## src/rtl/stdp_ctrl_if.sv

```systemverilog
// Signal bundle between the STDP learning controller and the neuron pair /
// configuration logic around it. Clock and reset stay plain ports on the
// block itself.
interface stdp_ctrl_if;
  logic       en;
  logic       pre_spike;
  logic       post_spike;
  logic       wload;
  logic [7:0] wdata;
  logic [7:0] weight;
  logic [7:0] syn_current;
  logic       update_pulse;
  logic       ltp;
  logic       ltd;
  logic [4:0] dt_out;

  // Environment side: drives spikes, enable and weight loads.
  modport master (
    output en, pre_spike, post_spike, wload, wdata,
    input  weight, syn_current, update_pulse, ltp, ltd, dt_out
  );

  // Controller side.
  modport slave (
    input  en, pre_spike, post_spike, wload, wdata,
    output weight, syn_current, update_pulse, ltp, ltd, dt_out
  );
endinterface

```

## src/rtl/stdp_ctrl.sv

```systemverilog
// STDP learning controller for a two-neuron LIF pair.
// Each spike restarts its own 5-bit saturating timer; a spike arriving while
// the partner timer is live (1..WIN) forms a pairing and moves the 8-bit
// weight by a stepped delta (16/8/4/2 by interval). Post-after-pre
// potentiates, pre-after-post depresses, and either way the partner timer is
// cleared so a pairing is used once. The presynaptic spike is also gated
// into a one-cycle current pulse equal to the weight it saw.
module stdp_ctrl #(
  parameter logic [7:0]  W_INIT = 8'd16,
  parameter int unsigned WIN    = 15      // legal 1..30
) (
  input logic         clk,
  input logic         rst_n,
  stdp_ctrl_if.slave  bus
);

  localparam logic [4:0] WIN_T   = 5'(WIN);
  localparam logic [4:0] T_EXPIRED = 5'(WIN + 1);

  logic [4:0] pre_t;
  logic [4:0] post_t;

  logic       pre_live;
  logic       post_live;
  logic       ltp_hit;
  logic       ltd_hit;
  logic [8:0] sum9;
  logic [8:0] diff9;
  logic [7:0] w_up;
  logic [7:0] w_down;
  logic [4:0] pre_t_nxt;
  logic [4:0] post_t_nxt;

  // Stepped learning rate: closer spike pairs move the weight further.
  function automatic logic [7:0] delta(input logic [4:0] dt);
    if (dt <= 5'd2)      return 8'd16;
    else if (dt <= 5'd4) return 8'd8;
    else if (dt <= 5'd8) return 8'd4;
    else                 return 8'd2;
  endfunction

  // A running timer counts up to the expired marker and parks there;
  // an idle (zero) timer stays idle.
  function automatic logic [4:0] tick(input logic [4:0] t);
    if (t != 5'd0 && t < T_EXPIRED) return t + 5'd1;
    else                            return t;
  endfunction

  // Pairing detection, saturating weight arithmetic and timer next-state.
  always_comb begin
    // NOTE: every signal gets a value on every path here, so no latch is inferred.
    pre_live   = (pre_t  != 5'd0) && (pre_t  <= WIN_T);
    post_live  = (post_t != 5'd0) && (post_t <= WIN_T);
    ltp_hit    = bus.post_spike && !bus.pre_spike && pre_live;
    ltd_hit    = bus.pre_spike && !bus.post_spike && post_live;

    sum9       = {1'b0, bus.weight} + {1'b0, delta(pre_t)};
    diff9      = {1'b0, bus.weight} - {1'b0, delta(post_t)};
    w_up       = sum9[8]  ? 8'd255 : sum9[7:0];
    w_down     = diff9[8] ? 8'd0   : diff9[7:0];

    // Own spike restarts the timer; a pairing consumes the partner's timer.
    pre_t_nxt  = tick(pre_t);
    post_t_nxt = tick(post_t);
    if (bus.pre_spike)   pre_t_nxt  = 5'd1;
    else if (ltp_hit)    pre_t_nxt  = 5'd0;
    if (bus.post_spike)  post_t_nxt = 5'd1;
    else if (ltd_hit)    post_t_nxt = 5'd0;
  end

  // Registered state and outputs; en low freezes state and zeroes pulses.
  always_ff @(posedge clk or negedge rst_n) begin
    // NOTE: non-blocking assignments so every register samples pre-edge values.
    if (!rst_n) begin
      pre_t            <= 5'd0;
      post_t           <= 5'd0;
      bus.weight       <= W_INIT;
      bus.syn_current  <= 8'd0;
      bus.update_pulse <= 1'b0;
      bus.ltp          <= 1'b0;
      bus.ltd          <= 1'b0;
      bus.dt_out       <= 5'd0;
    end else if (bus.en) begin
      pre_t            <= pre_t_nxt;
      post_t           <= post_t_nxt;
      bus.syn_current  <= bus.pre_spike ? bus.weight : 8'd0;
      bus.update_pulse <= !bus.wload && (ltp_hit || ltd_hit);
      bus.ltp          <= !bus.wload && ltp_hit;
      bus.ltd          <= !bus.wload && ltd_hit;
      // A load overrides learning; the pairing is still consumed above.
      if (bus.wload) begin
        bus.weight <= bus.wdata;
      end else if (ltp_hit) begin
        bus.weight <= w_up;
        bus.dt_out <= pre_t;
      end else if (ltd_hit) begin
        bus.weight <= w_down;
        bus.dt_out <= post_t;
      end
    end else begin
      bus.syn_current  <= 8'd0;
      bus.update_pulse <= 1'b0;
      bus.ltp          <= 1'b0;
      bus.ltd          <= 1'b0;
    end
  end

endmodule

```

## src/flat_wrapper.sv

```systemverilog
// flat-port wrapper written by rule: the top's interface ports become plain ports
module stdp_ctrl_flat 
#(
  parameter logic [7:0]  W_INIT = 8'd16,
  parameter int unsigned WIN    = 15                    
)
  (clk, rst_n, bus_en, bus_pre_spike, bus_post_spike, bus_wload, bus_wdata, bus_weight, bus_syn_current, bus_update_pulse, bus_ltp, bus_ltd, bus_dt_out);
  stdp_ctrl_if bus_i ();
  input logic clk;
  input logic rst_n;
  input wire logic [$bits(bus_i.en)-1:0] bus_en;
  input wire logic [$bits(bus_i.pre_spike)-1:0] bus_pre_spike;
  input wire logic [$bits(bus_i.post_spike)-1:0] bus_post_spike;
  input wire logic [$bits(bus_i.wload)-1:0] bus_wload;
  input wire logic [$bits(bus_i.wdata)-1:0] bus_wdata;
  output wire logic [$bits(bus_i.weight)-1:0] bus_weight;
  output wire logic [$bits(bus_i.syn_current)-1:0] bus_syn_current;
  output wire logic [$bits(bus_i.update_pulse)-1:0] bus_update_pulse;
  output wire logic [$bits(bus_i.ltp)-1:0] bus_ltp;
  output wire logic [$bits(bus_i.ltd)-1:0] bus_ltd;
  output wire logic [$bits(bus_i.dt_out)-1:0] bus_dt_out;
  assign bus_i.en = bus_en;
  assign bus_i.pre_spike = bus_pre_spike;
  assign bus_i.post_spike = bus_post_spike;
  assign bus_i.wload = bus_wload;
  assign bus_i.wdata = bus_wdata;
  assign bus_weight = bus_i.weight;
  assign bus_syn_current = bus_i.syn_current;
  assign bus_update_pulse = bus_i.update_pulse;
  assign bus_ltp = bus_i.ltp;
  assign bus_ltd = bus_i.ltd;
  assign bus_dt_out = bus_i.dt_out;
  stdp_ctrl #(.W_INIT(W_INIT), .WIN(WIN)) u_core (.clk(clk), .rst_n(rst_n), .bus(bus_i));
endmodule
```

## config.mk

```make
export PLATFORM = sky130hd
export DESIGN_NAME = stdp_ctrl_flat
export DESIGN_NICKNAME = d
export VERILOG_FILES = /design/src/rtl/stdp_ctrl_if.sv /design/src/rtl/stdp_ctrl.sv /design/src/flat_wrapper.sv
export SDC_FILE = /design/constraint.sdc
export NUM_CORES = 1
export LEC_CHECK = 0
export BUFFER_PORTS_ARGS = -buffer_cell sky130_fd_sc_hd__buf_2
export CAP_MARGIN = 10
export CORE_MARGIN = 8
export CORE_UTILIZATION = 40
export CTS_BUF_LIST = sky130_fd_sc_hd__clkbuf_4
export CTS_CLUSTER_DIAMETER = 50
export CTS_CLUSTER_SIZE = 28
export DETAILED_ROUTE_END_ITERATION = 8
export GPL_ROUTABILITY_DRIVEN = 0
export SLEW_MARGIN = 20
export SYNTH_ARGS = -nofsm -noshare
export SYNTH_HDL_FRONTEND = slang
export SYNTH_SLANG_ARGS = --single-unit
```

## constraint.sdc

```tcl
create_clock -name clk -period 5.65 [get_ports clk]
set_input_delay 0.2825 -clock clk [delete_from_list [all_inputs] [get_ports clk]]
set_output_delay 0.2825 -clock clk [all_outputs]
set_load 0.02 [all_outputs]
```

# After elaboration in Yosys (flattened, before gate mapping)
# Cells that the tools add are included.
dict set report word_totals {
  ff_bits 34
  in_bits 14
  out_inout_bits 24
  word_cells 72
}
dict set report classes {
  addsub 4
  magnitude_cmp 10
  muxes 24
  bitwise 1
  reduce_logical 25
}
# cell n
set ops {}
lappend ops {{two-way mux 8 bit} 11}
lappend ops {{two-way mux 5 bit} 8}
lappend ops {{<= comparator 5 x 4 -> 1 bit, second input constant} 4}
lappend ops {{logical AND 1 bit} 11}
lappend ops {{adder 5 x 1 -> 5 bit, second input constant} 2}
lappend ops {{<= comparator 5 x 2 -> 1 bit, second input constant} 2}
lappend ops {{<= comparator 5 x 3 -> 1 bit, second input constant} 2}
lappend ops {{less-than comparator 5 bit, second input constant} 2}
lappend ops {{nonzero test 5 bit} 2}
lappend ops {{adder 8 x 8 -> 9 bit} 1}
lappend ops {{nonzero test 3 bit} 3}
lappend ops {{subtractor 8 x 8 -> 9 bit} 1}
lappend ops {{two-way mux 3 bit} 2}
lappend ops {{AND reduction 2 bit} 3}
lappend ops {{logical NOT 1 bit} 3}
lappend ops {{two-way mux 1 bit} 3}
lappend ops {{AND reduction 3 bit} 1}
lappend ops {{nonzero test 2 bit} 1}
lappend ops {{logical OR 1 bit} 1}
lappend ops {{inverter 1 bit} 1}

# Logic depth before layout (Yosys ltp)
dict set report depth {
  word_depth 9
  depth_mapped 14
  mapped_depth_nobuf 14
}

# Worst setup path after synthesis
# Ideal clock, no wire load.
dict set report synth_timing {
  path_type {register -> register}
  startpoint {reg u_core.post_t[0]}
  endpoint {reg u_core.bus.weight[5]}
  setup_ps 129
  arrival_ps 2413
  required_time_ps 5521
  slack_ps 3108
  path_stages_with_launch 15
  path_buffers 0
  period_less_slack_ps 2542
  cell_sequence {dfrtp_1 > inv_1 > ha_1 > nand2b_1 > nand2_1 > nand2_1 > ha_1 > inv_1 > fa_1 > a21o_1 > a21oi_1 > o21ai_0 > a21oi_1 > a31oi_1 > o41a_1}
}
dict set report synth_between {
  elab_chain_len 9
  elab_cells_between_ends 17
  classes_between {add/sub: 1; order compare: 4; mux: 7; reduce/logical: 5}
}
# element line_no
set synth_lines {}
lappend synth_lines {{start: declaration} stdp_ctrl.sv:21} ;# logic [4:0] post_t;
lappend synth_lines {{start signal: assignment} stdp_ctrl.sv:85} ;# post_t <= post_t_nxt;
lappend synth_lines {{<= comparator 5 x 4 -> 1 bit} stdp_ctrl.sv:38} ;# else if (dt <= 5'd8) return 8'd4;
lappend synth_lines {{two-way mux 3 bit} stdp_ctrl.sv:38}
lappend synth_lines {{two-way mux 8 bit} stdp_ctrl.sv:37} ;# else if (dt <= 5'd4) return 8'd8;
lappend synth_lines {{two-way mux 8 bit} stdp_ctrl.sv:36} ;# if (dt <= 5'd2) return 8'd16;
lappend synth_lines {{subtractor 8 x 8 -> 9 bit} stdp_ctrl.sv:58} ;# diff9 = {1'b0, bus.weight} - {1'b0, delta(post_t)};
lappend synth_lines {{two-way mux 8 bit} stdp_ctrl.sv:60} ;# w_down = diff9[8] ? 8'd0 : diff9[7:0];
lappend synth_lines {{two-way mux 8 bit} stdp_ctrl.sv:96} ;# end else if (ltd_hit) begin
lappend synth_lines {{two-way mux 8 bit} stdp_ctrl.sv:93} ;# end else if (ltp_hit) begin
lappend synth_lines {{two-way mux 8 bit} stdp_ctrl.sv:91} ;# if (bus.wload) begin
lappend synth_lines {{end signal: assignment} stdp_ctrl.sv:92} ;# bus.weight <= bus.wdata;
lappend synth_lines {{end signal: assignment} stdp_ctrl.sv:94} ;# bus.weight <= w_up;
lappend synth_lines {{end signal: assignment} stdp_ctrl.sv:97} ;# bus.weight <= w_down;
lappend synth_lines {{end: declaration} stdp_ctrl_if.sv:26} ;# output weight, syn_current, update_pulse, ltp, ltd, dt_out
# Several ways; a longest one is shown, not always the timed one. The select of a mux whose other input is x is not followed.
# A chain may end at the register's enable or synchronous reset.

# Worst setup path in the final report
dict set report layout_timing {
  startpoint {reg u_core.pre_t[1]}
  endpoint {reg u_core.bus.weight[5]}
}
dict set report layout_between {
  elab_chain_len 8
  elab_cells_between_ends 16
  classes_between {add/sub: 1; order compare: 4; mux: 6; reduce/logical: 5}
}
# element line_no
set layout_lines {}
lappend layout_lines {{start: declaration} stdp_ctrl.sv:20} ;# logic [4:0] pre_t;
lappend layout_lines {{start signal: assignment} stdp_ctrl.sv:84} ;# pre_t <= pre_t_nxt;
lappend layout_lines {{<= comparator 5 x 4 -> 1 bit} stdp_ctrl.sv:38}
lappend layout_lines {{two-way mux 3 bit} stdp_ctrl.sv:38}
lappend layout_lines {{two-way mux 8 bit} stdp_ctrl.sv:37}
lappend layout_lines {{two-way mux 8 bit} stdp_ctrl.sv:36}
lappend layout_lines {{adder 8 x 8 -> 9 bit} stdp_ctrl.sv:57} ;# sum9 = {1'b0, bus.weight} + {1'b0, delta(pre_t)};
lappend layout_lines {{two-way mux 8 bit} stdp_ctrl.sv:59} ;# w_up = sum9[8] ? 8'd255 : sum9[7:0];
lappend layout_lines {{two-way mux 8 bit} stdp_ctrl.sv:93}
lappend layout_lines {{two-way mux 8 bit} stdp_ctrl.sv:91}
# Several ways; a longest one is shown, not always the timed one.

==> impl_metrics.py <==
metrics = {
    "grt": {
        "antenna_found_initial": 0,
        "grt_max_degree": 35,
        "grt_use_total": 0.141,
        "grt.overflow.total": 0,
        "grt_pass1_wl_um": 9740,
        "grt_pass1_vias": 1943,
    },
    "layout": {
        "drive_above_1_share": 0.202,
        "n_antenna_cell": 0,
        "mostFrequentLayoutCells": "buf_2 (37), dfrtp_1 (33), nand2_1 (31)",
        "fin_util": 0.452,
        "fin_nets": 326,
        "syn_to_final_growth_pct": 10.6,
        "finalNonFillerCells": 372,
        "final_common_cell": "buf_2",
    },
    "routing": {
        "detail-route-antenna-nets": 0,
        "routed_via_density": 5.48,
        "num_vias": 2040,
        "wl_per_cell_um": 15.5,
        "drc": 0,
        "drt-initial-drc-count": 82,
        "drt_pass1_iterations": 4,
        "met2_length_um": 2770,
        "wl_met1_um": 2760,
        "top_layer": "met4",
        "met3_length_um": 168,
        "routed_wl_um": 5780,
    },
    "yosys": {
        "synth-edff-count": 0,
        "synthCells": 267,
        "yosys_warnings": 0,
        "netlist_area_mm2": 0.00237,
        "yosysUniqueCellTypes": 54,
        "syn_area_per_cell_um2": 8.89,
        "synthMuxAreaShare": 0.0126,
        "synth_top_family_by_area": "simple AND/OR/NAND/NOR gates",
        "synth_seq_area_share": 0.359,
        "synth_fa_ha_area_frac": 0.0906,
        "synth-xor-area-share": 0.0111,
        "synth_nets": 297,
        "synth-compound-area-share": 0.226,
        "synth_seq_cells": 34,
        "async_reset_ff_frac": 1.00,
        "synthFlopType": "dfrtp_1",
        "yosys.area_share.simple": 0.241,
    },
    "worst_setup_path": {
        "critPathRequiredTime_ns": 5.88,
        "r2r_end": "u_core.bus.weight[5]",
        "path_max_fanout": 20,
        "ff2ff_path_depth": 8,
        "r2r_setup_slack_ns": 2.66,
        "cp_data_arrival_time_ns": 3.22,
        "criticalPathCategory": "reg -> reg",
        "crit_path_start_kind": "flop",
        "crit_path_end_kind": "flop",
        "reg2reg_from": "u_core.pre_t[1]",
    },
    "placement": {
        "place_inst": 364,
        "place_hpwl_um": 4260,
        "portBuffers": 37,
    },
    "timing": {
        "setup_tns_ns": 0,
        "setup_viol": 0,
        "rsz0062_at_grt": "no",
        "worst_clock_skew_ns": 0.00778,
        "fin_crit_ns": 2.99,
        "fin_crit_sh": 0.530,
        "fmax_mhz": 334,
        "slew-limit-headroom": 0.487,
        "finalHoldViolCount": 0,
        "drv_slew": 0,
        "tightest_slew_ns": 0.769,
    },
    "die": {
        "die-area_mm2": 0.00866,
        "rows": 28,
        "die_h_um": 93.1,
        "top_level_ports": 38,
        "die_width_um": 93.1,
        "start_util": 0.408,
        "core_mm2": 0.00582,
    },
    "flow_run": {
        "max_cap_viol_count": 0,
    },
    "clock_network": {
        "cts_tree": "done",
        "clock_sinks": 34,
        "cts_root_buf": "clkbuf_4",
        "clkTransAtPathRegs_ns": 0.11,
        "insertion_delay_ns": 0.34,
        "numCtsBuffers": 5,
        "post_cts_buffers": 0,
        "post_cts_resized": 0,
        "cts_max_path_buffers": 2,
        "h-tree-depth": 2,
        "hold_buffers": 0,
    },
    "power_and_ir_drop": {
        "p_leak_uw": 0.00127,
        "design_power_total_uw": 1020,
        "power_density_mw_per_mm2": 390,
        "ir_drop_v": 0.000135,
    },
    "outcome": {
        "status": "finished clean",
    },
    "worst_hold_path": {
        "min_path_type": "in -> async",
    },
}
[registers in the layout (all words and copies together), names as in the netlist]
signal	cells
u_core.post_t	5
u_core.bus.dt_out	5
u_core.bus.ltp	1
u_core.pre_t	5
u_core.bus.ltd	1
u_core.bus.syn_current	8
u_core.bus.weight	8
u_core.bus.update_pulse	1
[layout make-up]
type | count | area (um^2)
flip-flops and latches | 34 | 852
repair buffers | 37 | 185
inverters | 15 | 56.3
multi-input cells | 203 | 1390
clock buffers | 5 | 37.5
fillers | 631 | 3190
well taps | 75 | 93.8
clock inverters | 3 | 11.3
[synthesized netlist by cell type (2+ instances only)]
master / n / area [um^2]
or3_1: 2 / 12.5
buf_2: 5 / 25.0
o21ai_0: 7 / 35.0
nand2b_1: 6 / 37.5
buf_6: 2 / 22.5
buf_4: 2 / 15.0
nand4_1: 3 / 18.8
and3_1: 13 / 81.3
a211oi_1: 4 / 30.0
mux2i_1: 3 / 30.0
nor2_1: 24 / 90.1
o31ai_2: 5 / 62.6
nand2_1: 31 / 116
a21oi_1: 15 / 75.1
nor3_1: 9 / 45.0
a21o_1: 5 / 37.5
fa_1: 2 / 40.0
a2111oi_1: 2 / 20.0
clkbuf_1: 6 / 22.5
nand3_1: 3 / 15.0
o41ai_2: 2 / 32.5
ha_1: 14 / 175
a31oi_1: 4 / 25.0
o22ai_1: 3 / 18.8
o31ai_1: 5 / 37.5
nor4_1: 2 / 12.5
nor2b_1: 5 / 31.3
dfrtp_1: 33 / 826
inv_1: 14 / 52.6
xor2_1: 2 / 17.5
o21ai_1: 11 / 55.1
[critical path, stage by stage (launching register included)]
cell and delay, ns:
dfrtp_1 0.45, ha_1 0.23, and3_1 0.17, ha_1 0.22, nor2b_4 0.05, or4b_4 0.54
nor2_4 0.50, o31ai_4 0.26, o41a_1 0.45
[through the flow]
step           instance area (um^2)  hold slack, ns  worst slack (ns)
6_report                       2630         0.00829              2.66
5_1_grt                        2630          0.0671              2.47
4_1_cts                        2620          0.0384              2.48
3_5_place_dp                   2570           0.415              2.49
3_3_place_gp                   2570           0.410              2.59
2_1_floorplan                  2370         -0.0131              3.11
[power by group]
group          switching [uW]  internal, uW
logic                     323           205
clock network            82.3          44.3
registers                72.6           297
[worst max path at each step]
stage	startpoint	endpoint	slack, ns	depth (start not counted)
floorplan	u_core.post_t[0]	u_core.bus.weight[5]	3.11	14
global placement	u_core.pre_t[1]	u_core.bus.weight[5]	2.59	8
detailed placement	u_core.pre_t[1]	u_core.bus.weight[5]	2.49	8
CTS	u_core.pre_t[1]	u_core.bus.weight[5]	2.48	8
global route	u_core.post_t[0]	u_core.bus.weight[5]	2.47	14
finish	u_core.pre_t[1]	u_core.bus.weight[5]	2.66	8
[per-layer routing]
layer,GRT usage,vias to the layer above
li1,-,1014
met1,0.182,988
met2,0.230,32
met3,0.0248,6
met4,0.0483,0
met5,0,-
[kinds of logic (layout without fill, tap and decap cells)]
logic type	Yosys count	count (layout)
XOR/XNOR	3	3
adder cells (fa/ha/maj)	16	16
AND/OR/NAND/NOR	109	109
flip-flops	34	34
AO/OA/AOI/OAI	72	72
multiplexers	3	3
buffers and inverters	30	60
Power figures use the tool's default switching activity.
